===== src/rtl/wr_sel_decoder_pipe.sv =====
// wr_sel_decoder_pipe: registered N-to-2^N one-hot write-select decoder with enable,
//   valid/ready on both sides, 1-entry skid buffer and a saturating decode counter.
// Latency: 1 cycle from accept to out_valid when the output register is empty or draining.
// Backpressure: out_ready=0 parks one extra item in the skid; in_ready drops while the skid is full.
//
// Ports:
//   clk, rst             clock (rising edge), asynchronous active-high reset
//   in_valid/in_ready    upstream handshake; in_ready = ~skid_full (registered)
//   in_addr, in_act      select index and enable (in_act=0 decodes to all-zero)
//   out_valid/out_ready  downstream handshake
//   out_onehot, out_addr decoded select and the index carried with it
//   dec_count            number of non-zero selects delivered, saturating
//
// Optional: `define WR_SEL_ZERO_MASK_EN to make index 0 ($zero) always decode to all-zero.

module wr_sel_decoder_pipe #(
    parameter int ADDR_W = 5,
    parameter int CNT_W  = 16,
    localparam int OUT_W = 2 ** ADDR_W
) (
    input  logic              clk,
    input  logic              rst,
    input  logic              in_valid,
    output logic              in_ready,
    input  logic [ADDR_W-1:0] in_addr,
    input  logic              in_act,
    output logic              out_valid,
    input  logic              out_ready,
    output logic [OUT_W-1:0]  out_onehot,
    output logic [ADDR_W-1:0] out_addr,
    output logic [CNT_W-1:0]  dec_count
);

    localparam logic [CNT_W-1:0] CNT_MAX = '1;

    function automatic logic [OUT_W-1:0] decode(input logic [ADDR_W-1:0] addr,
                                                input logic act);
        logic [OUT_W-1:0] d;
        d = '0;
        for (int i = 0; i < OUT_W; i++) begin
            d[i] = act && (addr == i[ADDR_W-1:0]);
        end
`ifdef WR_SEL_ZERO_MASK_EN
        // Register $zero is never written.
        if (addr == '0) begin
            d = '0;
        end
`endif
        return d;
    endfunction

    logic              skid_full;
    logic [OUT_W-1:0]  skid_onehot;
    logic [ADDR_W-1:0] skid_addr;

    logic             accept;
    logic             xfer;
    logic             out_load;
    logic [OUT_W-1:0] in_onehot;

    assign in_ready  = ~skid_full;
    assign accept    = in_valid & in_ready;
    assign xfer      = out_valid & out_ready;
    assign out_load  = ~out_valid | out_ready;
    assign in_onehot = decode(in_addr, in_act);

    always_ff @(posedge clk or posedge rst) begin
        if (rst) begin
            out_valid   <= 1'b0;
            out_onehot  <= '0;
            out_addr    <= '0;
            skid_full   <= 1'b0;
            skid_onehot <= '0;
            skid_addr   <= '0;
        end else if (out_load) begin
            // Skid holds the older item, so it wins; in_ready was 0, so nothing
            // is accepted in the cycle the skid empties.
            if (skid_full) begin
                out_valid  <= 1'b1;
                out_onehot <= skid_onehot;
                out_addr   <= skid_addr;
                skid_full  <= 1'b0;
            end else if (accept) begin
                out_valid  <= 1'b1;
                out_onehot <= in_onehot;
                out_addr   <= in_addr;
            end else begin
                out_valid  <= 1'b0;
            end
        end else if (accept) begin
            // Output stalled: park the new item. Skid is empty here because accept needs in_ready.
            skid_full   <= 1'b1;
            skid_onehot <= in_onehot;
            skid_addr   <= in_addr;
        end
    end

    always_ff @(posedge clk or posedge rst) begin
        if (rst) begin
            dec_count <= '0;
        end else if (xfer && (out_onehot != '0) && (dec_count != CNT_MAX)) begin
            dec_count <= dec_count + 1'b1;
        end
    end

endmodule

===== config.mk =====
export PLATFORM = sky130hd
export DESIGN_NAME = wr_sel_decoder_pipe
export DESIGN_NICKNAME = d
export VERILOG_FILES = /design/src/rtl/wr_sel_decoder_pipe.sv
export SDC_FILE = /design/constraint.sdc
export NUM_CORES = 1
export LEC_CHECK = 0
export BUFFER_PORTS_ARGS = -buffer_cell sky130_fd_sc_hd__buf_4
export CORE_ASPECT_RATIO = 1.75
export CORE_MARGIN = 2
export CORE_UTILIZATION = 50
export CTS_CLUSTER_SIZE = 30
export DETAILED_ROUTE_END_ITERATION = 12
export PLACE_DENSITY = 0.72
export SKIP_CTS_REPAIR_TIMING = 1
export SLEW_MARGIN = 10
export SYNTH_ARGS = -nofsm -noshare
export SYNTH_HDL_FRONTEND = slang
export SYNTH_SLANG_ARGS = --single-unit

===== constraint.sdc =====
create_clock -name clk -period 4.3 [get_ports clk]
set_input_delay 0.215 -clock clk [delete_from_list [all_inputs] [get_ports clk]]
set_output_delay 0.215 -clock clk [all_outputs]
set_load 0.02 [all_outputs]

Word-level counts from Yosys, hierarchy flattened:

Index checks and enable logic that the tools add are counted.

* muxes and demuxes: 8
* equal/unequal tests: 32
* add/subtract/negate cells: 1
* bitwise logic cells: 6
* reduce and logical (&&, ||, !) cells: 40

Operators with widths (number)
* == test 5 bit, second input constant: 16
* 2-to-1 mux 32 bit: 2
* == test 5 x 4 -> 1 bit, second input constant: 8
* logical AND 1 bit: 34
* nonzero test 32 bit: 1
* == test 5 x 3 -> 1 bit, second input constant: 4
* adder 16 x 1 -> 16 bit, second input constant: 1
* != test 16 bit, second input constant: 1
* == test 5 x 2 -> 1 bit, second input constant: 2
* 2-to-1 mux 5 bit: 2
* == test 5 x 1 -> 1 bit, second input constant: 1
* logical NOT 5 bit: 1
* 2-to-1 mux 1 bit: 4
* AND reduction 2 bit: 2
* nonzero test 2 bit: 2
* NOT 1 bit: 3
* AND 1 bit: 2
* OR 1 bit: 1

* input bits: 10
* flip-flop bits (word level): 92
* word-level logic and storage cells: 94

Logic depth before layout (Yosys ltp):

Gate-level depths: netlist of the first run.

* word-level depth: 4
* gate-level depth with buffers: 7
* mapped depth without buffers: 6

Least setup slack after synthesis of the first run:

OpenSTA, ideal clock, no wires.

* kind: reg-to-reg
* from: register dec_count[0]
* to: register dec_count[5]
* data arrival time: 1672 ps
* stages on the path, launching flop included: 8
* setup slack: 2490 ps
* period minus slack after synthesis: 1810 ps
* path buffers: 1
* path through: dfrtp_1 ha_1 nand3_1 or2_4 nor3_4 buf_4 nor4_1 xor2_1

* cells in the longest elaborated chain, start to end: 2
* elaborated cells between the ends (all ways): 3
* classes of those cells: add/sub (1); eq/ne (1); reduce/logical (1)

RTL lines
* from (decl): RTL line 31 `output logic [CNT_W-1:0] dec_count`
* from (signal assigned): RTL line 102 `dec_count <= dec_count + 1'b1;`
* branches (longest 2 deep; another with adder 16 x 1 -> 16 bit)

Several ways; the timed one is not identified.
A chain may end at the register's enable or synchronous reset.

Worst setup path in the final report of the first run:

* from: register out_onehot[17]
* to: register dec_count[1]

* cells in the longest elaborated chain, start to end: 3

RTL lines
* from (decl): RTL line 29 `output logic [OUT_W-1:0] out_onehot,`
* from (signal assigned): RTL line 80 `out_onehot <= skid_onehot;`
* from (signal assigned): RTL line 85 `out_onehot <= in_onehot;`
* nonzero test 32 bit: RTL line 101 `end else if (xfer && (out_onehot != '0) && (dec_count != CNT_MAX)) begin`
* logical AND 1 bit (2 in a row): RTL line 101

No other way between the ends.

==> out/metrics.yaml, run 1 <==
grt:
  grt_max_degree: 75
  grt_pass1_wl_um: 15500
  grt.overflow.total: 0
  track_usage: 0.230
  antenna_found_initial: 0
  grt_pass1_vias: 3141
yosys:
  ys_seq_area_frac: 0.576
  syn-cell-area_um2: 4000
  synth_edf_count: 0
  synth_area_leaders: "dfrtp_1 58%, a22oi_1 6.0%, nor2_1 4.9%, a21oi_1 4.6%, a22o_1 4.4%"
  synthTopCellsByCount: "92 x dfrtp_1, 52 x nor2_1, 37 x a21oi_1"
  ys.flop_type: "dfrtp_1"
  ys_types: 33
  ys_warn_count: 0
  synth_fp_nets: 396
  synth_top_area_share: 0.576
  synth.most_common_cell: "dfrtp_1"
  async_flop_share: 1.00
  synth_top_cell_by_area: "dfrtp_1"
  ys_ff_latch: 92
  syn_area_per_cell_um2: 10.4
  synth_cells: 385
sta:
  rsz0062_at_grt: "no"
  finalSetupViolCount: 0
  hold_viol_final: 38
  min_period_ps: 2240
  tns_ps: 0
  slew_headroom: 0.477
  fmax_mhz: 446
  fin_crit_sh: 0.521
  tightest_slew_ps: 777
  worst_hold_slack_ps: -58.3
  setup_slack_ps: 2060
  maxSlewViolCount: 0
  fin_worst_skew_ps: 4.60
setup_path:
  cp.required_ps: 4520
  critical_path_arrival_ps: 2460
  critPathMaxFanout: 15
  critPathKind: "flip-flop to flip-flop"
  critPathLaunchType: "flip-flop"
  cp-end-kind: "flip-flop"
place:
  port_buffers: 64
  place_ws_ps: 2090
  globalplace.congestion: 0.859
  dpl.hpwl_um: 6730
cts:
  cts-root-buf: "clkbuf_16"
  clk_pin_slew_worst_paths_ps: 60
  h-tree-depth: 3
  cts_tree: "done"
  clock_latency_ps: 330
  clock_path_buffers: 2
  numCtsBuffers: 9
  clock_sinks: 92
cells_and_area:
  syn_to_final_growth_pct: 20.3
  nets: 451
  multi_input_area_um2: 1590
  diodes: 0
  num-fill-cells: 684
  final_util: 0.612
  drive_gt1_frac: 0.212
  seqCellArea_um2: 2300
route:
  drt_iter0_drc: 184
  dr_wl_met2_um: 5110
  drc: 0
  vias_per_cell: 5.85
  wl_met1_um: 3600
  route.met3.wl_um: 270
  ant_nets: 0
  top_layer: "met4"
  num_vias: 3124
  wl_per_cell_um: 17.6
  wl_um: 9410
  drtPass1Iterations: 4
floorplanning:
  start_util: 0.509
  num_rows: 43
  die_area_um2: 8760
  core_area_um2: 7860
  io_pins: 65
  die_h_um: 122
  die_w_um: 71.6
power_and_ir_drop:
  p_leak_nw: 2.20
  total_power_w: 0.00229
  ir_worst_vdd_uv: 289
  pwr_density_cell_nw_per_um2: 476
flow_run:
  maxCapViolCount: 0
outcome:
  status: "finished, violations left"
  violations: "negative hold slack"
min_path:
  hold_path.class: "input port to async pin"
[routing by layer]
metal	vias up	global-route usage
li1	1500	-
met1	1524	0.267
met2	72	0.394
met3	28	0.0394
met4	0	0.137
met5	-	0
[stage by stage]
| stage | instances | cell area [um^2] |
|---|---|---|
| finish | 534 | 4810 |
| global route | 534 | 4810 |
| CTS | 534 | 4810 |
| detailed placement | 519 | 4540 |
| global placement | 519 | 4540 |
| floorplan | 385 | 4000 |
[sequential cells by signal, indices dropped and copies added, names as in the netlist]
register / cells
skid_onehot: 32
out_valid: 1
dec_count: 16
out_onehot: 32
skid_full: 1
skid_addr: 5
out_addr: 5
[worst max-delay path: stages, from the launching register on]
cell and delay (ps):
dfrtp_1 390, nor4_1 700, nand4_1 200, o211ai_1 240, buf_4 230, nor2_1 90, mux2_2 290
[cells by family after synthesis]
kind of cell | synth area share
flops | 0.576
compound gates | 0.167
fa+ha+maj | 0.00313
buf+inv | 0.0294
mux | 0.0294
xor+xnor | 0.0328
simple gates | 0.163
[cells in the final DEF, fill, tap and decap left out, types with 4 or more instances in the layout]
| master | n |
|---|---|
| buf_4 | 69 |
| a22o_1 | 20 |
| clkbuf_16 | 9 |
| mux2_2 | 6 |
| mux2i_1 | 5 |
| nor2_1 | 51 |
| a21oi_1 | 37 |
| nor3_1 | 9 |
| o21ai_0 | 12 |
| nand3_1 | 9 |
| inv_1 | 4 |
| nand2_1 | 23 |
| xor2_1 | 14 |
| nand4_1 | 6 |
| nor2b_1 | 5 |
| dfrtp_1 | 92 |
| a22oi_1 | 32 |
| nor4_1 | 13 |
[area by class of cell]
| class | instances | share of cell area |
|---|---|---|
| Timing Repair Buffer | 69 | 0.108 |
| Sequential cell | 92 | 0.479 |
| Multi-Input combinational cell | 263 | 0.330 |
| Clock inverter | 2 | 0.00208 |
| Inverter | 5 | 0.00416 |
| Clock buffer | 13 | 0.0541 |
| Tap cell | 90 | 0.0234 |
[power breakdown]
part	leakage (nW)	internal (W)	switching (W)
sequential	1.18	0.000972	0.0000955
clock	0.135	0.000419	0.000305
combinational	0.881	0.000202	0.000295
total	2.20	0.00159	0.000696
[worst paths after layout]
check | from | endpoint | slack, ps | cells after the start
min reg2reg | skid_onehot[14]$_DFFE_PP0P_ | skid_onehot[14]$_DFFE_PP0P_ | 490 | 2
min | rst | out_onehot[29]$_DFFE_PP0P_ | -60 | 2
min in group clk | in_valid | out_valid$_DFFE_PP0N_ | 160 | 3
max in group asynchronous | rst | out_onehot[9]$_DFFE_PP0P_ | 3250 | 3
max | out_onehot[17]$_DFFE_PP0P_ | dec_count[1]$_DFFE_PP0P_ | 2060 | 6
max reg2reg | out_onehot[17]$_DFFE_PP0P_ | dec_count[1]$_DFFE_PP0P_ | 2060 | 6
Note: power is estimated with default switching activity, not from simulation.
==> run 2, diff against run 1 <==
--- a/config.mk
+++ b/config.mk
@@ -11,7 +11,7 @@
 export CORE_UTILIZATION = 50
 export CTS_CLUSTER_SIZE = 30
 export DETAILED_ROUTE_END_ITERATION = 12
-export PLACE_DENSITY = 0.72
+export PLACE_DENSITY = 0.75
 export SKIP_CTS_REPAIR_TIMING = 1
 export SLEW_MARGIN = 10
 export SYNTH_ARGS = -nofsm -noshare
==> constraint.sdc (replaced) <==
create_clock -name clk -period 2 [get_ports clk]
set_input_delay 0.1 -clock clk [delete_from_list [all_inputs] [get_ports clk]]
set_output_delay 0.1 -clock clk [all_outputs]
set_load 0.02 [all_outputs]
==> run 2 against run 1 <==
  * Non-clock buffer count increased by 21
  * Critical path type unchanged
  * Register-to-register slack got worse by 2000 ps
  * Cell count increased by 4.1%
  * Fmax increased by 17%
  * Power increased by 140%
  * Combinational power increased by 140%
  * Worst hold slack improved by 82 ps
  * The flow now finishes without violations
  * First-iteration DRC count increased by 8.2%
  * Global-route usage increased by 0.92 points
  * Worst setup slack got worse by 2000 ps
  * Sequential cell count unchanged
  * Largest power group unchanged
==> out/metrics.yaml, run 2 (synthesis gave the netlist of run 1 again) <==
floorplanning:
  core_area_um2: 7860  # unchanged
  die_h_um: 122  # unchanged
  num_rows: 43  # unchanged
  start_util: 0.509  # unchanged
  die_w_um: 71.6  # unchanged
  die_area_um2: 8760  # unchanged
  io_pins: 65  # unchanged
setup_path:
  critPathMaxFanout: 7  # was 15
  reg2reg_from: "out_onehot[17]$_DFFE_PP0P_"  # unchanged
  cp.required_ps: 2200  # was 4520 ps
  cp-end-kind: "flip-flop"  # unchanged
  cpPeakStageDelay_ps: 420  # was 700 ps
  worstReg2RegEnd: "dec_count[11]$_DFFE_PP0P_"  # was dec_count[1]$_DFFE_PP0P_
  r2r_slack_ps: 90  # was 2060 ps
  cp_top_family: "simple AND/OR/NAND/NOR gates"  # unchanged
  path_cells: "nor4_4 > nand4_1 > o211ai_1 > buf_4 > buf_4 > nor3_1 > xor2_1"  # was nor4_1 > nand4_1 > o211ai_1 > buf_4 > nor2_1 > mux2_2
  critPathKind: "flip-flop to flip-flop"  # unchanged
  r2r_cells: 7  # was 6
  critPathLaunchType: "flip-flop"  # unchanged
  crit_top_cell: "buf_4"
  cp_slowest_cell: "dfrtp_1"  # was nor4_1
  crit_buf_inv: 2  # was 1
  critical_path_arrival_ps: 2120  # was 2460 ps
sta:
  fin_worst_skew_ps: 6.16  # was 4.60 ps
  tns_ps: 0  # unchanged
  fmax_mhz: 523  # was 446 MHz
  hold_viol_final: 0  # was 38
  setup_slack_ps: 87.0  # was 2060 ps
  fin_crit_sh: 0.956  # was 0.521
  slew_headroom: 0.646  # was 0.477
  finalSetupViolCount: 0  # unchanged
  maxSlewViolCount: 0  # unchanged
  tightest_slew_ps: 531  # was 777 ps
  min_period_ps: 1910  # was 2240 ps
cells_and_area:
  layout.cells.non_filler: 556  # was 534
  final_util: 0.652  # was 0.612
  top_regs: "out_onehot x32, skid_onehot x32, dec_count x16"  # unchanged
  final_common_cell: "dfrtp_1"  # unchanged
  syn_to_final_growth_pct: 28.0  # was 20.3%
  diodes: 0  # unchanged
  drive_gt1_frac: 0.260  # was 0.212
  nets: 472  # was 451
  final_cell_mix: "92 x dfrtp_1, 87 x buf_4, 51 x nor2_1"  # was 92 x dfrtp_1, 69 x buf_4, 51 x nor2_1
  final_area_um2: 5120  # was 4810 um^2
cts:
  numCtsBuffers: 9  # unchanged
  clock_path_buffers: 2  # unchanged
  cts-root-buf: "clkbuf_16"  # unchanged
  clk_pin_slew_worst_paths_ps: 60  # about the same
  clock_latency_ps: 340  # was 330 ps
  h-tree-depth: 3  # unchanged
  clock_sinks: 92  # unchanged
  cts_tree: "done"  # unchanged
power_and_ir_drop:
  p_leak_nw: 2.35  # was 2.20 nW
  ir_worst_vdd_uv: 609  # was 289 uV
  pwr_density_cell_nw_per_um2: 1070  # was 476 nW/um^2
place:
  globalplace.congestion: 0.981  # was 0.859
  dpl.hpwl_um: 7060  # was 6730 um
  post_dp_cell_area_um2: 4720  # was 4540 um^2
  place_ws_ps: -129  # was 2090 ps
  dp.cells: 539  # was 519
  port_buffers: 64  # unchanged
grt:
  grt_pass1_vias: 3227  # was 3141
  grt_pass1_wl_um: 16100  # was 15500 um
  track_usage: 0.240  # was 0.230
  antenna_found_initial: 0  # unchanged
  grt_max_degree: 93  # was 75
  grt.overflow.total: 0  # unchanged
route:
  drtPass1Iterations: 4  # unchanged
  wl_um: 9960  # was 9410 um
  vias_per_cell: 5.88  # was 5.85
  num_vias: 3267  # was 3124
  wl_per_cell_um: 17.9  # was 17.6 um
  ant_nets: 0  # unchanged
  drc: 0  # unchanged
  drt_iter0_drc: 199  # was 184
min_path:
  whs_path_depth: 3
  hp-start: "in_valid"
  hold_path.class: "input port to flip-flop"  # was input port to async pin
  whs_endpoint: "out_valid$_DFFE_PP0N_"
flow_run:
  maxCapViolCount: 0  # unchanged
outcome:
  status: "completed"  # was finished, violations left
-- run 2: cell count changes in the layout (fill, tap and decap cells not counted), sizes merged --
cell,change
bufinv,+3
buf,+20
clkinv,-2
clkbuf,-1
dlygate4sd3,+1
clkinvlp,+1
-- run 2: final cells by class --
class | instances | area (um^2)
Clock buffer | 12 | 256
Clock inverter | 4 | 95.1
Fill cell | 605 | 2740
Inverter | 5 | 22.5
Multi-Input combinational cell | 263 | 1630
Sequential cell | 92 | 2300
Tap cell | 90 | 113
Timing Repair Buffer | 90 | 703
-- run 2: where the power goes --
group / internal [W] / switching [W]
Clock: 0.00129 / 0.000672
Sequential: 0.00209 / 0.000192
Combinational: 0.000527 / 0.000695
Total: 0.00390 / 0.00156
-- run 2: worst register-to-register path: stages (launching register included) --
cell and delay, ps:
dfrtp_1 420, nor4_4 420, nand4_1 190, o211ai_1 210, buf_4 180, buf_4 130
nor3_1 70, xor2_1 160
-- run 2: metrics by stage --
stage	power [W]	hold WS, ps
6_report	0.00546	23.8
3_3_place_gp	0.00348	273
3_5_place_dp	0.00351	281
2_1_floorplan	0.00294	222
4_1_cts	0.00547	-78.6
5_1_grt	0.00570	29.9
-- run 2: layer usage --
| metal | track usage | routed length (um) |
|---|---|---|
| met5 | 0 | 0 |
| met4 | 0.113 | 438 |
| met3 | 0.0443 | 322 |
| met2 | 0.438 | 5620 |
| met1 | 0.262 | 3580 |
-- run 2: worst max path at each step --
stage | startpoint | end | cells after the start
2_1_floorplan | dec_count[0]$_DFFE_PP0P_ | dec_count[5]$_DFFE_PP0P_ | 7
3_3_place_gp | out_onehot[17]$_DFFE_PP0P_ | dec_count[11]$_DFFE_PP0P_ | 7
3_5_place_dp | out_onehot[17]$_DFFE_PP0P_ | dec_count[11]$_DFFE_PP0P_ | 7
4_1_cts | out_onehot[17]$_DFFE_PP0P_ | dec_count[11]$_DFFE_PP0P_ | 7
5_1_grt | out_onehot[7]$_DFFE_PP0P_ | dec_count[11]$_DFFE_PP0P_ | 7
6_report | out_onehot[17]$_DFFE_PP0P_ | dec_count[11]$_DFFE_PP0P_ | 7
==> run 3, diff against run 2 <==
--- a/config.mk
+++ b/config.mk
@@ -8,10 +8,11 @@
 export BUFFER_PORTS_ARGS = -buffer_cell sky130_fd_sc_hd__buf_4
 export CORE_ASPECT_RATIO = 1.75
 export CORE_MARGIN = 2
-export CORE_UTILIZATION = 50
+export CORE_UTILIZATION = 45
 export CTS_CLUSTER_SIZE = 30
 export DETAILED_ROUTE_END_ITERATION = 12
-export PLACE_DENSITY = 0.75
+export PLACE_DENSITY = 0.68
+export RECOVER_POWER = 50
 export SKIP_CTS_REPAIR_TIMING = 1
 export SLEW_MARGIN = 10
 export SYNTH_ARGS = -nofsm -noshare
==> run 3 against run 2 <==
  * Cell count rose by 4.0%
  * Critical path depth did not move
  * Power fell by 4.2%
  * Register-to-register slack improved by 60 ps
  * Sequential share of layout area rose by 1.2 points
  * Worst hold slack improved by 1.0 ps
==> out/metrics.yaml, run 3 (synthesis gave the netlist of run 1 again) <==
outcome:
  status: "completed"  # unchanged
sta:
  tightest_slew_ps: 1230  # was 531 ps
  rsz0062_at_grt: "no"
  fin_worst_skew_ps: 4.52  # was 6.16 ps
  fmax_mhz: 538  # was 523 MHz
  slew_headroom: 0.180  # was 0.646
  setup_slack_ps: 142  # was 87.0 ps
  min_period_ps: 1860  # was 1910 ps
  finalSetupViolCount: 0  # unchanged
  maxSlewViolCount: 0  # unchanged
  hold_viol_final: 0  # unchanged
  fin_crit_sh: 0.929  # was 0.956
route:
  dr_wl_met2_um: 5720  # was 5620 um
  drt_iter0_drc: 231  # was 199
  wl_met1_um: 3680  # was 3580 um
  drtPass1Iterations: 4  # unchanged
  num_vias: 3179  # was 3267
  ant_nets: 0  # unchanged
  drc: 0  # unchanged
  vias_per_cell: 5.50  # was 5.88
  wl_per_cell_um: 17.3  # was 17.9 um
  route.met3.wl_um: 323  # was 322 um
  top_layer: "met4"  # unchanged
  wl_um: 9980  # was 9960 um
cts:
  h-tree-depth: 3  # unchanged
  clock_latency_ps: 350  # was 340 ps
  numCtsBuffers: 9  # unchanged
  cts-root-buf: "clkbuf_16"  # unchanged
  cts_tree: "done"  # unchanged
  clock_sinks: 92  # unchanged
  clock_path_buffers: 2  # unchanged
  clk_pin_slew_worst_paths_ps: 60  # about the same
grt:
  grt_pass1_wl_um: 15700  # was 16100 um
  track_usage: 0.220  # was 0.240
  antenna_found_initial: 0  # unchanged
  grt_pass1_vias: 3131  # was 3227
  grt.overflow.total: 0  # unchanged
  grt_max_degree: 93  # unchanged
floorplanning:
  die_area_um2: 9690  # was 8760 um^2
  start_util: 0.461  # was 0.509
  die_h_um: 129  # was 122 um
  core_area_um2: 8670  # was 7860 um^2
  num_rows: 45  # was 43
  die_w_um: 75.3  # was 71.6 um
  io_pins: 65  # unchanged
setup_path:
  critPathMaxFanout: 9  # was 7
  cp.required_ps: 2220  # was 2200 ps
  critical_path_arrival_ps: 2080  # was 2120 ps
  cpPeakStageDelay_ps: 410  # was 420 ps
  cp-end-kind: "flip-flop"  # unchanged
  critPathKind: "flip-flop to flip-flop"  # unchanged
  cp_top_family: "simple AND/OR/NAND/NOR gates"  # unchanged
  crit_top_cell: "buf_4"  # unchanged
  cp_slowest_cell: "dfrtp_1"  # unchanged
  path_cells: "nor4_2 > nand4_1 > o211ai_1 > buf_4 > buf_4 > nor3_1 > xor2_1"  # was nor4_4 > nand4_1 > o211ai_1 > buf_4 > buf_4 > nor3_1 > xor2_1
  critPathLaunchType: "flip-flop"  # unchanged
  crit_buf_inv: 2  # unchanged
cells_and_area:
  multi_input_area_um2: 1630  # about the same
  final_util: 0.575  # was 0.652
  top_regs: "out_onehot x32, skid_onehot x32, dec_count x16"  # unchanged
  final_cell_mix: "92 x dfrtp_1, 54 x buf_4, 51 x nor2_1"  # was 92 x dfrtp_1, 87 x buf_4, 51 x nor2_1
  nets: 467  # was 472
  diodes: 0  # unchanged
  final_common_cell: "dfrtp_1"  # unchanged
  drive_gt1_frac: 0.191  # was 0.260
  layout.cells.non_filler: 578  # was 556
  num-fill-cells: 802  # was 605
  seqCellArea_um2: 2300  # unchanged
  syn_to_final_growth_pct: 24.6  # was 28.0%
power_and_ir_drop:
  switchingPower_w: 0.00156  # about the same
  ir_worst_vdd_uv: 587  # was 609 uV
  p_comb_frac: 0.198  # was 0.224
  pwr_density_cell_nw_per_um2: 1050  # was 1070 nW/um^2
  total_power_w: 0.00523  # was 0.00546 W
  seq_power_share: 0.443  # was 0.418
  p_leak_nw: 2.21  # was 2.35 nW
  p_clk_frac: 0.359  # about the same
  power_switching_share: 0.298  # was 0.285
  p_int_w: 0.00367  # was 0.00390 W
place:
  dpl.hpwl_um: 7050  # was 7060 um
  globalplace.congestion: 0.841  # was 0.981
  dp.cells: 561  # was 539
  port_buffers: 64  # unchanged
  place_ws_ps: -67.7  # was -129 ps
min_path:
  hold_path.class: "input port to flip-flop"  # unchanged
flow_run:
  maxCapViolCount: 0  # unchanged
[run 3: changes by cell type in the layout (fill, tap and decap cells not counted), sizes merged]
cell    change
clkinv      +1
clkbuf     +29
bufinv      -1
buf        -34
[run 3: worst register-to-register path: stages, from the launching register on]
cell	delay [ps]
dfrtp_1	410
nor4_2	390
nand4_1	170
o211ai_1	220
buf_4	190
buf_4	150
nor3_1	60
xor2_1	150
[run 3: final cells by class]
| class | count | area share |
|---|---|---|
| flip-flops and latches | 92 | 0.462 |
| multi-input cells | 263 | 0.327 |
| repair buffers | 85 | 0.110 |
| clock buffers | 12 | 0.0535 |
| well taps | 117 | 0.0294 |
| clock inverters | 4 | 0.0141 |
| inverters | 5 | 0.00452 |
[run 3: power groups by stage]
stage                     sequential [W]  clock (W)  combinational (W)
after floorplan                  0.00252          0           0.000411
after detailed placement         0.00234          0            0.00111
final                            0.00232    0.00188            0.00104
after global placement           0.00232          0            0.00110
after CTS                        0.00230    0.00192            0.00112
after global routing             0.00235    0.00198            0.00113
[run 3: path summary, 6_finish.rpt]
check | startpoint | slack (ps) | depth (start not counted) | to
max | out_onehot[16]$_DFFE_PP0P_ | 140 | 7 | dec_count[7]$_DFFE_PP0P_
min | in_valid | 20 | 3 | out_valid$_DFFE_PP0N_
max reg2reg | out_onehot[16]$_DFFE_PP0P_ | 140 | 7 | dec_count[7]$_DFFE_PP0P_
min reg2reg | skid_onehot[1]$_DFFE_PP0P_ | 490 | 2 | skid_onehot[1]$_DFFE_PP0P_
max in group asynchronous | rst | 470 | 4 | out_onehot[8]$_DFFE_PP0P_
min in group asynchronous | rst | 760 | 4 | out_addr[1]$_DFFE_PP0P_
[run 3: routing by layer]
metal  global-route usage  vias up
li1                     -     1525
met1                0.236     1567
met2                0.398       68
met3               0.0454       19
met4                0.102        0
met5                    0        -
[run 3: metrics by stage]
stage,area [um^2],TNS [ps],hold slack [ps]
4_1_cts,5050,-574,-89.2
3_5_place_dp,4710,-418,281
6_report,4990,0,24.8
3_3_place_gp,4710,0,276
2_1_floorplan,4000,0,222
5_1_grt,4990,0,37.1
